### config.mk
export PLATFORM = sky130hd
export DESIGN_NAME = accel_dispatch_ctrl
export DESIGN_NICKNAME = d
export VERILOG_FILES = /design/src/rtl/accel_dispatch_ctrl.sv
export SDC_FILE = /design/constraint.sdc
export NUM_CORES = 1
export LEC_CHECK = 0
export CELL_PAD_IN_SITES_DETAIL_PLACEMENT = 1
export CELL_PAD_IN_SITES_GLOBAL_PLACEMENT = 1
export CORE_ASPECT_RATIO = 1.25
export CORE_MARGIN = 2
export CORE_UTILIZATION = 44
export CTS_BUF_LIST = sky130_fd_sc_hd__clkbuf_8
export DETAILED_ROUTE_END_ITERATION = 10
export PLACE_DENSITY_LB_ADDON = 0.1
export SLEW_MARGIN = 0
export SYNTH_ARGS = -nofsm -noshare
export SYNTH_HDL_FRONTEND = slang
export SYNTH_SLANG_ARGS = --single-unit
### constraint.sdc
create_clock -name clk_i -period 7.4 [get_ports clk_i]
set_input_delay 1.48 -clock clk_i [delete_from_list [all_inputs] [get_ports clk_i]]
set_output_delay 1.48 -clock clk_i [all_outputs]
set_load 0.05 [all_outputs]
### src/rtl/accel_dispatch_ctrl.sv
// Matrix-add sequencer: walks A/B/C in LANES-wide chunks, C = A + B (or A - B), tail-masked writes.
// Latency: 5 cycles per chunk with grant held high, plus one DONE cycle; len==0 completes in 1 cycle.
// Backpressure: each withheld mem_gnt_i stalls one cycle with mem_* held stable; cmd_ready_o only in IDLE.
// Optional feature: define ACCEL_MATSUB_EN to honour cmd_sub_i (A - B); otherwise always A + B.
module accel_dispatch_ctrl #(
   parameter int LANES  = 4,
   parameter int ADDR_W = 8,
   parameter int DATA_W = 32
) (
   input  logic                      clk_i,
   input  logic                      rst_n_i,
   input  logic                      cmd_valid_i,
   output logic                      cmd_ready_o,
   input  logic                      cmd_sub_i,
   input  logic [ADDR_W-1:0]         cmd_base_a_i,
   input  logic [ADDR_W-1:0]         cmd_base_b_i,
   input  logic [ADDR_W-1:0]         cmd_base_c_i,
   input  logic [7:0]                cmd_len_i,
   output logic                      mem_req_o,
   input  logic                      mem_gnt_i,
   output logic                      mem_we_o,
   output logic [ADDR_W-1:0]         mem_addr_o,
   output logic [LANES*DATA_W-1:0]   mem_wdata_o,
   output logic [LANES-1:0]          mem_wmask_o,
   input  logic [LANES*DATA_W-1:0]   mem_rdata_i,
   output logic                      busy_o,
   output logic                      done_o
);

   typedef enum logic [2:0] {
      S_IDLE, S_RD_A, S_WAIT_A, S_RD_B, S_WAIT_B, S_WR, S_DONE
   } state_t;

   state_t                    state_q, state_d;
   logic [8:0]                off_q, off_d;
   logic [7:0]                len_q, len_d;
   logic [ADDR_W-1:0]         base_a_q, base_a_d;
   logic [ADDR_W-1:0]         base_b_q, base_b_d;
   logic [ADDR_W-1:0]         base_c_q, base_c_d;
   logic [LANES*DATA_W-1:0]   a_q, a_d;
   logic [LANES*DATA_W-1:0]   b_q, b_d;
   logic [LANES*DATA_W-1:0]   res_w;
   logic [LANES-1:0]          mask_w;
   logic [ADDR_W-1:0]         off_a;
   logic                      last_chunk;

`ifdef ACCEL_MATSUB_EN
   logic                      sub_q, sub_d;
`else
   logic                      unused_sub;
   assign unused_sub = cmd_sub_i;
`endif

   // offset truncated to address width so chunk addresses wrap modulo 2^ADDR_W
   assign off_a      = ADDR_W'(off_q);
   // decided on the pre-increment offset: this chunk covers everything up to len
   assign last_chunk = ({1'b0, off_q} + 10'(LANES)) >= {2'b00, len_q};

   // per-lane result and tail mask for the current chunk
   always_comb begin
      res_w  = '0;
      mask_w = '0;
      for (int i = 0; i < LANES; i++) begin
`ifdef ACCEL_MATSUB_EN
         if (sub_q) begin
            res_w[i*DATA_W +: DATA_W] = a_q[i*DATA_W +: DATA_W] - b_q[i*DATA_W +: DATA_W];
         end else begin
            res_w[i*DATA_W +: DATA_W] = a_q[i*DATA_W +: DATA_W] + b_q[i*DATA_W +: DATA_W];
         end
`else
         res_w[i*DATA_W +: DATA_W] = a_q[i*DATA_W +: DATA_W] + b_q[i*DATA_W +: DATA_W];
`endif
         mask_w[i] = ({1'b0, off_q} + 10'(i)) < {2'b00, len_q};
      end
   end

   // state and datapath registers, synchronous active-low reset
   always_ff @(posedge clk_i) begin
      if (!rst_n_i) begin
         state_q  <= S_IDLE;
         off_q    <= '0;
         len_q    <= '0;
         base_a_q <= '0;
         base_b_q <= '0;
         base_c_q <= '0;
         a_q      <= '0;
         b_q      <= '0;
`ifdef ACCEL_MATSUB_EN
         sub_q    <= 1'b0;
`endif
      end else begin
         state_q  <= state_d;
         off_q    <= off_d;
         len_q    <= len_d;
         base_a_q <= base_a_d;
         base_b_q <= base_b_d;
         base_c_q <= base_c_d;
         a_q      <= a_d;
         b_q      <= b_d;
`ifdef ACCEL_MATSUB_EN
         sub_q    <= sub_d;
`endif
      end
   end

   // next-state, datapath next values and all outputs
   always_comb begin
      state_d     = state_q;
      off_d       = off_q;
      len_d       = len_q;
      base_a_d    = base_a_q;
      base_b_d    = base_b_q;
      base_c_d    = base_c_q;
      a_d         = a_q;
      b_d         = b_q;
`ifdef ACCEL_MATSUB_EN
      sub_d       = sub_q;
`endif
      cmd_ready_o = 1'b0;
      busy_o      = 1'b1;
      done_o      = 1'b0;
      mem_req_o   = 1'b0;
      mem_we_o    = 1'b0;
      mem_addr_o  = '0;
      mem_wdata_o = '0;
      mem_wmask_o = '0;
      case (state_q)
         S_IDLE: begin
            cmd_ready_o = 1'b1;
            busy_o      = 1'b0;
            if (cmd_valid_i) begin
               base_a_d = cmd_base_a_i;
               base_b_d = cmd_base_b_i;
               base_c_d = cmd_base_c_i;
               len_d    = cmd_len_i;
               off_d    = '0;
`ifdef ACCEL_MATSUB_EN
               sub_d    = cmd_sub_i;
`endif
               state_d  = (cmd_len_i == 8'd0) ? S_DONE : S_RD_A;
            end
         end
         S_RD_A: begin
            mem_req_o  = 1'b1;
            mem_addr_o = base_a_q + off_a;
            if (mem_gnt_i) state_d = S_WAIT_A;
         end
         S_WAIT_A: begin
            a_d     = mem_rdata_i;
            state_d = S_RD_B;
         end
         S_RD_B: begin
            mem_req_o  = 1'b1;
            mem_addr_o = base_b_q + off_a;
            if (mem_gnt_i) state_d = S_WAIT_B;
         end
         S_WAIT_B: begin
            b_d     = mem_rdata_i;
            state_d = S_WR;
         end
         S_WR: begin
            mem_req_o   = 1'b1;
            mem_we_o    = 1'b1;
            mem_addr_o  = base_c_q + off_a;
            mem_wdata_o = res_w;
            mem_wmask_o = mask_w;
            if (mem_gnt_i) begin
               off_d   = off_q + 9'(LANES);
               state_d = last_chunk ? S_DONE : S_RD_A;
            end
         end
         S_DONE: begin
            done_o  = 1'b1;
            state_d = S_IDLE;
         end
         default: state_d = S_IDLE;
      endcase
      // a grant landing on a reset edge must not complete an access
      if (!rst_n_i) begin
         mem_req_o = 1'b0;
         mem_we_o  = 1'b0;
      end
   end

endmodule
Word level (Yosys, flattened, before mapping)
Index checks and enable logic that the tools add are counted.

Flip-flop bits (word level): 300. Bits of input ports: 165. Output and inout bits: 145. Word-level logic and storage cells: 62.

$add $sub $neg: 12. Magnitude comparators: 5. Equal/unequal tests: 10. Muxes and demuxes: 20. Reduce and logical (&&, ||, !) cells: 7.

Operators with widths (count): adder 32 bit (4); two-way mux 128 bit (1); < comparator 10 x 8 -> 1 bit (3); adder 8 bit (3); case mux 8 bit (3 select lines) (1); adder 9 x 2 -> 10 bit, second input constant (2); two-way mux 3 bit (6); two-way mux 9 bit (2); case mux 3 bit (6 select lines) (1); case mux 9 bit (2 select lines) (1); adder 9 x 1 -> 10 bit, second input constant (1); adder 9 x 3 -> 10 bit, second input constant (1); >= comparator 10 x 8 -> 1 bit (1); adder 9 x 3 -> 9 bit, second input constant (1); == test 3 bit, second input constant (3); < comparator 9 x 8 -> 1 bit (1); zero test 8 bit (1); inequality test 2 bit, second input constant (4); two-way mux 1 bit (7); == test 3 x 2 -> 1 bit, second input constant (2); two-way mux 4 bit (1); AND reduction 4 bit (1); == test 3 x 1 -> 1 bit, second input constant (1); zero test 3 bit (1); other kinds (4) (4).

Logic depth before layout (Yosys ltp)
Gate-level depths: netlist of the first run.

Depth after elaboration: 5. Depth in mapped cells: 13. Depth with buffers taken out: 12.

Worst setup path before layout of the first run
OpenSTA, ideal clock, no wires.

Kind: register to output. Start point: register off_q[2]. End point: output mem_wmask_o[0]. Data arrival time: 3.832 ns. Data required time: 5.920 ns. Slack: 2.088 ns. Cell stages (with the launch flop): 11. Buffers on the path: 0. Cells stage by stage: dfxtp_1 inv_1 ha_1 nor3_1 o21ai_0 nand2b_1 a21oi_1 nor2b_1 o21ai_0 nand2b_1 a2111oi_0.

Longest elaborated chain between the ends: 2.

Ends and longest elaborated chain: from (decl) (line 35) `logic [8:0] off_q, off_d;`; from (signal assigned) (line 81) `off_q <= '0;`; from (signal assigned) (line 93) `off_q <= off_d;`; < comparator 9 x 8 -> 1 bit (line 73) `mask_w[i] = ({1'b0, off_q} + 10'(i)) < {2'b00, len_q};`; two-way mux 4 bit (line 127) `case (state_q)`; to (decl) (line 24) `output logic [LANES-1:0] mem_wmask_o,`.

Every way passes these cells.

Final worst setup path of the first run
Start point: register state_q[1]. End point: output mem_addr_o[7].

Longest elaborated chain between the ends: 2. Elaborated cells on any way between the ends: 4. Those cells by class: 3 x eq/ne; 1 x mux.

Ends and longest elaborated chain: from (decl) (line 34) `state_t state_q, state_d;`; from (signal assigned) (line 92) `state_q <= state_d;`; == test 3 bit, or another cell as far along (line 127); case mux 8 bit (3 select lines) (*) (line 127); to (decl) (line 22) `output logic [ADDR_W-1:0] mem_addr_o,`.

Every way passes the cells marked *; elsewhere a longest branch is shown, timed or not.

==> impl_metrics.csv, run 1 <==
group,metric,value,unit
run_status,status,"finished clean",
power,internal_power,0.00276,W
critical_path,required,5.92,ns
timing,drv_slew,0,
power,seq_power_share,0.441,
finish,n_fill_cell,5305,
yosys,ys_ff_latch,298,
drt,wl_per_cell,18.4,um
yosys,synth_compound_area_frac,0.262,
power,power_density,169,nW/um^2
power,p_leak,9.09,nW
clock_network,path_clk_slew,0.06,ns
yosys,synth_mux_area_frac,0.00105,
die,initial_core_util,0.444,
global_routing,grt_pass1_wl,99.8,mm
power,combPwrFrac,0.179,
yosys,synth_adder_area_share,0.105,
clock_network,clock_sinks,298,
drt,first_pass_iters,5,
yosys,synth-xor-area-share,0.0493,
critical_path,crit_fanout,19,
placement,io_buffers,308,
drt,initialDrtViolationCount,631,
clock_network,cts_resized,0,
clock_network,cts_tree,"built",
clock_network,clockRootBuffer,"clkbuf_8",
global_routing,grt_pass1_vias,19800,
timing,slew_headroom,0.271,
timing,grt_setup_unrepaired,"false",
yosys,async_flop_share,0,
yosys,syn-num-nets,2815,
critical_path,end_kind,"primary output",
critical_path,cp-start-kind,"flip-flop",
global_routing,grt_overflow,0,
yosys,synth_top_area_share,0.314,
placement,gp_congestion,0.860,
drt,drcViolationCount,0,
die,pin_count,310,
yosys,syn-cell-area,19000,um^2
clock_network,postCtsSetupBuffers,0,
die,coreArea,42900,um^2
clock_network,cts_made_buffers,53,
placement,dpl.cell_count,3230,
yosys,synth_top_family_by_area,"compound AO/OA/AOI/OAI gates",
yosys,synth-edff-count,0,
yosys,yosysTopAreaCell,"dfxtp_1",
global_routing,antenna_found_initial,23,
timing,finalHoldViolations,0,
die,die_w,190,um
drt,vias_per_cell,5.57,
power,swShare,0.301,
global_routing,grt_use_total,0.273,
drt,ant_nets,0,
yosys,yosysUniqueCellTypes,75,
die,rows,85,
timing,skew,0.0349,ns
yosys,yosys-top-cells-area,"dfxtp_1 (31%), nand2_1 (13%), a21boi_0 (11%)",
yosys,ys_seq_area_frac,0.314,
timing,max_freq,0.161,GHz
drt,drt-total-wl,61.4,mm
critical_path,worstSetupPathType,"reg2out",
power,p_switching,0.00119,W
timing,worst_pin_slew,1.09,ns
critical_path,worstPathArrival,4.72,ns
yosys,yosys.area_share.simple,0.231,
finish,drive_gt1_frac,0.0425,
finish,layout.cells.non_filler,3334,
clock_network,clock_path_buffers,3,
timing,period_minus_slack,6.20,ns
min_path,worst_hold_path_type,"reg2reg",
timing,setup-tns-final,0,ns
power,vdd_drop_max,121,uV
finish,final_nets,3042,
timing,finalSetupViolations,0,
yosys,yosysWarnings,0,
clock_network,hold_buffers,0,
clock_network,htree_levels,2,
global_routing,grt_start_max_net_pins,118,
die,die_y,236,um
yosys,postSynthAreaPerCell,7.63,um^2
job,cap_violations,0,
timing,finalCritPeriodShare,0.838,
finish,area_growth,23.1,%
yosys,postSynthCellCount,2493,
drt,via_count,18600,
placement,dp_hpwl,43.0,mm
power,power_frac_clock,0.379,
die,dieArea,44900,um^2
yosys,synth_ff_type,"dfxtp_1",
clock_network,clk-insertion-delay-late,0.65,ns
## routing by layer
layer	vias to the layer above	global-route usage	share of wire
li1	9065	-	-
met4	18	0.116	0.038
met2	341	0.498	0.50
met3	137	0.0629	0.052
met5	-	0	0.0017
met1	9014	0.299	0.40
## power groups by stage
stage	clock network (W)	logic, W	registers (W)
final	0.00150	0.000709	0.00175
after detailed placement	0	0.000710	0.00178
after global placement	0	0.000687	0.00178
after CTS	0.00155	0.000716	0.00175
after floorplan	0	0.000454	0.00176
after global routing	0.00163	0.000788	0.00176
## stage by stage
step / util / power [W] / instance area [um^2] / worst slack (ns) / hold WS (ns)
final: 0.546 / 0.00396 / 23400 / 1.20 / 0.469
after global placement: 0.522 / 0.00246 / 22400 / 1.95 / 0.453
after detailed placement: 0.522 / 0.00249 / 22400 / 1.94 / 0.463
after CTS: 0.545 / 0.00402 / 23400 / 1.18 / 0.472
after floorplan: - / 0.00221 / 19000 / 2.09 / 0.443
after global routing: 0.546 / 0.00417 / 23400 / 0.850 / 0.489
## Yosys cell counts (5+ instances only)
cell      count
nand2_1     649
dfxtp_1     298
a21boi_0    291
nor2_1      154
ha_1        153
clkbuf_1    141
a21oi_1     115
o21ai_0      79
a21o_1       70
xnor2_1      57
xor2_1       50
inv_1        40
nor3_1       33
nand3_1      32
and3_1       26
nand2b_1     25
nor2b_1      23
a31oi_1      22
o21a_1       18
o21bai_1     16
o22ai_1      16
and2_1       14
nand4_1      14
nor3b_1      14
a211oi_1      9
buf_1         8
or2_2         8
a41oi_1       7
nor4_1        7
a211o_1       6
o211ai_1      6
o22a_1        6
nand3b_1      5
## path summary, 6_finish.rpt
path,to,startpoint,slack (ns),cells after the start
hold reg to reg,b_q[64],b_q[64],0.47,2
setup reg to reg,a_q[3],state_q[2],4.14,7
setup / recovery,mem_addr_o[7],state_q[1],1.20,12
hold / removal,b_q[64],b_q[64],0.47,2
## cells by family after synthesis
group,count (synthesis)
flip-flops,298
multiplexers,2
buffers and inverters,191
adder cells (fa/ha/maj),157
AO/OA/AOI/OAI,712
other,1
AND/OR/NAND/NOR,1025
XOR/XNOR,107
## layout by cell type (no fill, tap or decap), drive strengths merged, types with 8 or more instances in the layout
master / synthesis / routed
and2: 14 / 14
o21ai: 82 / 82
inv: 40 / 59
diode: 0 / 15
clkdlybuf4s50: 0 / 307
nand2b: 25 / 25
o21a: 18 / 18
buf: 10 / 16
ha: 153 / 153
and3: 27 / 27
nand2: 649 / 649
xor2: 50 / 50
a21boi: 291 / 291
a21oi: 116 / 116
a21o: 70 / 70
xnor2: 57 / 57
dfxtp: 298 / 298
nand4: 14 / 14
nor2b: 23 / 23
or2: 8 / 8
nand3: 32 / 32
a31oi: 23 / 23
nor3b: 15 / 15
o21bai: 16 / 16
clkbuf: 141 / 66
o22ai: 17 / 17
nor3: 33 / 33
nor2: 154 / 154
a211oi: 9 / 9
## sequential cells by signal, indices dropped and copies added, names as in the netlist
| name | count |
|---|---|
| a_q | 128 |
| b_q | 128 |
| base_a_q | 8 |
| base_b_q | 8 |
| base_c_q | 8 |
| len_q | 8 |
| off_q | 7 |
| state_q | 3 |
## final cells by class
type	instances	area (um^2)	area share
multi-input cells	2004	12400	0.528
clock buffers	66	908	0.0388
clock inverters	23	93.8	0.00401
repair buffers	323	3200	0.137
well taps	565	707	0.0302
diodes	15	37.5	0.00160
inverters	40	150	0.00641
flip-flops and latches	298	5970	0.255
## worst max-delay path: stages, from the launching register on
cell and delay (ns):
dfxtp_1 0.81, inv_1 0.37, nand2_1 0.36, o22ai_1 0.14, a21oi_1 0.25, ha_1 0.31
a21o_1 0.20, a21oi_1 0.23, o21bai_1 0.10, a21oi_1 0.21, xnor2_1 0.09, nor2_1 0.10
clkdlybuf4s50_1 0.87
Note: power is estimated with default switching activity, not from simulation.
==> run 2: changes to the inputs <==
--- a/config.mk
+++ b/config.mk
@@ -9,7 +9,7 @@
 export CELL_PAD_IN_SITES_GLOBAL_PLACEMENT = 1
 export CORE_ASPECT_RATIO = 1.25
 export CORE_MARGIN = 2
-export CORE_UTILIZATION = 44
+export CORE_UTILIZATION = 37
 export CTS_BUF_LIST = sky130_fd_sc_hd__clkbuf_8
 export DETAILED_ROUTE_END_ITERATION = 10
 export PLACE_DENSITY_LB_ADDON = 0.1
==> constraint.sdc (replaced) <==
create_clock -name clk_i -period 5.2 [get_ports clk_i]
set_input_delay 1.04 -clock clk_i [delete_from_list [all_inputs] [get_ports clk_i]]
set_output_delay 1.04 -clock clk_i [all_outputs]
set_load 0.05 [all_outputs]
==> run 2 against run 1 <==
  * Clock power increased by 61%
  * Largest power group unchanged
  * Register-to-register slack got worse by 1.9 ns
  * Sequential power increased by 42%
  * Critical path depth decreased by 1
  * Total power increased by 50%
  * Non-clock buffer count increased by 11
  * Die area increased by 19%
  * Global-route usage decreased by 3.1 points
==> impl_metrics.csv, run 2 (synthesis results as in run 1) <==
group,metric,value,unit
run_status,status,"finished clean",
die,die_y,257,um
drt,first_pass_iters,5,
timing,finalCritPeriodShare,0.963,
timing,grt_setup_unrepaired,"false",
finish,top_regs,"a_q: 128 flops, b_q: 128 flops",
critical_path,crit_start,"a_q[99]",
min_path,min_to,"base_b_q[0]",
critical_path,regToRegSetupSlack,2.26,ns
timing,max_freq,0.200,GHz
drt,via_count,18400,
drt,drcViolationCount,0,
die,initial_core_util,0.375,
critical_path,required,4.16,ns
job,cap_violations,0,
global_routing,grt_pass1_vias,19700,
global_routing,grt_overflow,0,
timing,worst_pin_slew,1.15,ns
timing,skew,0.0293,ns
clock_network,clk-insertion-delay-late,0.65,ns
critical_path,cp-start-kind,"flip-flop",
placement,gp_congestion,0.865,
drt,drt-total-wl,64.8,mm
timing,drv_slew,0,
timing,slew_headroom,0.230,
critical_path,worstPathArrival,3.97,ns
critical_path,worstPathCellList,"ha_1 > a21o_1 > a21oi_1 > a211o_1 > a31oi_1 > and2_1 > o41a_1 > a31oi_1 > xor2_1 > nor2_1 > clkdlybuf4s50_1",
drt,vias_per_cell,5.37,
clock_network,cts_made_buffers,55,
finish,final_area,23800,um^2
critical_path,worstSetupPathType,"reg2out",
min_path,worst_hold_path_type,"reg2reg",
clock_network,clock_sinks,298,
power,power_density,249,nW/um^2
drt,wl_per_cell,18.9,um
clock_network,clock_path_buffers,3,
critical_path,rr_worst_depth,9,
critical_path,crit_fanout,5,
min_path,timing.hold.worst_path_depth,2,
die,pin_count,310,
global_routing,grt_pass1_wl,104,mm
finish,drive_gt1_frac,0.0602,
finish,final_nets,3055,
die,die_w,207,um
placement,dp_hpwl,46.3,mm
finish,mostFrequentLayoutCell,"nand2_1",
critical_path,rr_endpoint,"off_q[8]",
timing,finalSetupViolations,0,
critical_path,regToRegStartpoint,"state_q[1]",
timing,period_minus_slack,5.01,ns
drt,initialDrtViolationCount,628,
global_routing,grt_use_total,0.242,
drt,ant_nets,0,
die,coreArea,50600,um^2
timing,setup-tns-final,0,ns
critical_path,max_stage_delay,0.84,ns
critical_path,crit_slowest_cell,"clkdlybuf4s50_1",
timing,finalHoldViolations,0,
clock_network,clockRootBuffer,"clkbuf_8",
global_routing,antenna_found_initial,13,
global_routing,grt_start_max_net_pins,129,
die,rows,92,
finish,final_cell_mix,"nand2_1 (648), dfxtp_1 (298), a21boi_0 (291)",
finish,area_growth,25.1,%
critical_path,crit_top_cell,"a31oi_1",
power,vdd_drop_max,162,uV
die,dieArea,53200,um^2
clock_network,path_clk_slew,0.06,ns
clock_network,postCtsSetupBuffers,0,
clock_network,cts_tree,"built",
critical_path,end_kind,"primary output",
power,p_leak,9.75,nW
placement,io_buffers,308,
min_path,hp-start,"base_b_q[0]",
placement,place_area,22600,um^2
clock_network,htree_levels,2,
finish,final_util,0.470,
==> run 2: final cells by class <==
type,instances,area [um^2]
multi-input combinational,2004,12400
fill,6201,26900
antenna,3,7.51
tap,658,823
sequential,298,5970
timing repair buffer,334,3300
inverter,40,150
clock inverter,27,199
clock buffer,70,963
==> run 2: through the flow <==
stage | instances | hold WS, ns | power (W) | setup WS [ns]
after floorplan | 2493 | 0.443 | 0.00315 | 0.328
after global placement | 3334 | 0.455 | 0.00353 | 0.444
after detailed placement | 3334 | 0.463 | 0.00357 | 0.388
after CTS | 3431 | 0.471 | 0.00602 | 0.00531
after global routing | 3433 | 0.491 | 0.00624 | 0.000775
final | 3434 | 0.467 | 0.00593 | 0.195
==> run 2: metal layers <==
layer | wire length (um) | GRT usage | up-vias
met5 | 127 | 0 | -
met2 | 32400 | 0.438 | 310
li1 | - | - | 9090
met3 | 3120 | 0.0534 | 118
met1 | 27300 | 0.277 | 8907
met4 | 1870 | 0.0800 | 18
==> run 2: how the worst max path moves through the flow <==
stage / end / cells past startpoint
3_5_place_dp: mem_wdata_o[30] / 12
5_1_grt: mem_wdata_o[92] / 12
3_3_place_gp: mem_wdata_o[30] / 12
6_report: mem_wdata_o[119] / 11
2_1_floorplan: mem_wmask_o[0] / 10
4_1_cts: mem_wdata_o[62] / 12
==> run 2: repair_timing <==
action                     in CTS  in global routing
setup endpoints to repair      28                 41
hold buffers                    0                  0
resized for setup              31                 47
cloned                          0                  0
==> run 2: where the power goes <==
| part | leakage [nW] | switching [W] | internal (W) | total (W) |
|---|---|---|---|---|
| registers | 2.41 | 0.0000771 | 0.00240 | 0.00248 |
| clock network | 0.655 | 0.00107 | 0.00135 | 0.00242 |
| logic | 6.69 | 0.000619 | 0.000416 | 0.00103 |
| total | 9.75 | 0.00177 | 0.00417 | 0.00593 |
==> run 2: worst max-delay path, delay by kind of cell, from the launching register on <==
| family | cells | cell delay (ns) |
|---|---|---|
| AO/OA/AOI/OAI | 6 | 1.43 |
| flip-flops | 1 | 0.32 |
| adder cells (fa/ha/maj) | 1 | 0.37 |
| XOR/XNOR | 1 | 0.09 |
| AND/OR/NAND/NOR | 2 | 0.29 |
| buffers and inverters | 1 | 0.84 |
==> run 3: changes to the inputs <==
--- a/config.mk
+++ b/config.mk
@@ -9,7 +9,7 @@
 export CELL_PAD_IN_SITES_GLOBAL_PLACEMENT = 1
 export CORE_ASPECT_RATIO = 1.25
 export CORE_MARGIN = 2
-export CORE_UTILIZATION = 37
+export CORE_UTILIZATION = 30
 export CTS_BUF_LIST = sky130_fd_sc_hd__clkbuf_8
 export DETAILED_ROUTE_END_ITERATION = 10
 export PLACE_DENSITY_LB_ADDON = 0.1
==> run 3 against run 2 <==
  * Sequential power is essentially flat
  * Via count shrank 0.41%
  * Clock skew increased by 0.022 ns
  * Critical path type unchanged
  * Highest routed layer unchanged
==> impl_metrics.csv, run 3 (synthesis results as in run 1) <==
group,metric,value,unit
run_status,status,"finished clean",
clock_network,hold_buffers,0,
drt,met2_length,34.6,mm
die,initial_core_util,0.302,
timing,slew_headroom,0.273,
critical_path,cp_top_family,"compound AO/OA/AOI/OAI gates",
clock_network,cts_resized,22,
min_path,worst_hold_path_type,"reg2reg",
critical_path,worstSetupPathType,"reg2out",
drt,wl_per_cell,18.7,um
timing,drv_slew,0,
clock_network,clock_path_buffers,3,
timing,period_minus_slack,4.97,ns
finish,top_regs,"a_q: 128 flops, b_q: 128 flops",
global_routing,grt_start_max_net_pins,112,
drt,ant_nets,0,
critical_path,max_stage_delay,0.58,ns
timing,worst_pin_slew,1.09,ns
power,power.total,0.00590,W
finish,drive_gt1_frac,0.0799,
finish,mostFrequentLayoutCell,"nand2_1",
timing,finalCritPeriodShare,0.956,
placement,dpl.cell_count,3519,
critical_path,cp_num_buf_inv,1,
drt,initialDrtViolationCount,524,
drt,wl_met1,28.5,mm
power,p_leak,9.56,nW
placement,io_buffers,308,
timing,timing.hold.ws,0.465,ns
finish,final_util,0.381,
die,coreArea,62900,um^2
timing,finalHoldViolations,0,
timing,max_freq,0.201,GHz
critical_path,worstPathArrival,3.93,ns
die,die_w,229,um
clock_network,clockRootBuffer,"clkbuf_8",
clock_network,cts_tree,"built",
finish,n_fill_cell,7679,
clock_network,clock_sinks,298,
timing,skew,0.0512,ns
critical_path,cp-start-kind,"flip-flop",
placement,dp_hpwl,48.6,mm
clock_network,path_clk_slew,0.06,ns
placement,gp_congestion,0.866,
finish,layout.cells.non_filler,3622,
finish,area_growth,26.0,%
critical_path,required,4.16,ns
finish,final_nets,3059,
job,cap_violations,0,
critical_path,worstPathCellList,"ha_1 > a21o_1 > a21o_1 > a21o_1 > o31ai_1 > a311oi_1 > o21a_1 > o21a_1 > o21a_1 > nor3_1 > dlygate4sd2_1",
clock_network,clk-insertion-delay-late,0.66,ns
global_routing,grt_overflow,0,
die,rows,103,
finish,final_cell_mix,"nand2_1 (648), dfxtp_1 (298), a21boi_0 (291)",
timing,finalSetupViolations,0,
power,vdd_drop_max,158,uV
drt,drcViolationCount,0,
die,die_y,285,um
global_routing,grt_pass1_vias,19800,
global_routing,grt_pass1_wl,107,mm
clock_network,htree_levels,2,
drt,wl_met3,3.23,mm
critical_path,crit_fanout,7,
drt,first_pass_iters,5,
drt,via_count,18400,
global_routing,grt_use_total,0.204,
critical_path,crit_slowest_cell,"dlygate4sd2_1",
clock_network,postCtsSetupBuffers,0,
global_routing,antenna_found_initial,15,
critical_path,end_kind,"primary output",
drt,vias_per_cell,5.07,
die,pin_count,310,
power,power_density,246,nW/um^2
die,dieArea,65400,um^2
clock_network,cts_made_buffers,56,
drt,top_layer,"met5",
drt,drt-total-wl,67.8,mm
==> run 3: final timing paths <==
path	from	endpoint	slack (ns)	cells after the start
max reg2reg	state_q[2]	a_q[33]	2.07	7
min reg2reg	len_q[4]	len_q[4]	0.46	2
min	len_q[4]	len_q[4]	0.46	2
max	a_q[8]	mem_wdata_o[19]	0.23	11
==> run 3: per-stage QoR <==
| step | setup WS (ns) | setup TNS, ns | cell area, um^2 |
|---|---|---|---|
| after CTS | 0.0136 | 0 | 23900 |
| after floorplan | 0.328 | 0 | 19000 |
| after detailed placement | 0.392 | 0 | 22800 |
| after global placement | 0.386 | 0 | 22800 |
| after global routing | -0.0204 | -0.0351 | 24000 |
| final | 0.229 | 0 | 24000 |
==> run 3: cell type report <==
type / instances / area, um^2 / share of cell area
Timing Repair Buffer: 337 / 3250 / 0.135
Multi-Input combinational cell: 2004 / 12400 / 0.517
Tap cell: 840 / 1050 / 0.0439
Antenna cell: 4 / 10.0 / 0.000418
Clock inverter: 26 / 140 / 0.00585
Sequential cell: 298 / 5970 / 0.249
Inverter: 40 / 150 / 0.00627
Clock buffer: 73 / 1000 / 0.0419
==> run 3: layer usage <==
layer | track usage | vias up
met3 | 0.0469 | 115
met4 | 0.0537 | 22
met5 | 0 | -
met2 | 0.380 | 276
met1 | 0.233 | 8863
li1 | - | 9092
==> run 3: where the power goes <==
part	internal, W	switching, W
sequential	0.00240	0.0000769
clock	0.00130	0.00109
combinational	0.000419	0.000621
==> run 3: tightest hold or removal path: cells and delay by family, from the launching register on <==
kind               cells  cell delay, ns
AOI/OAI and AO/OA      1            0.06
DFF                    1            0.30
and+or+nand+nor        1            0.05
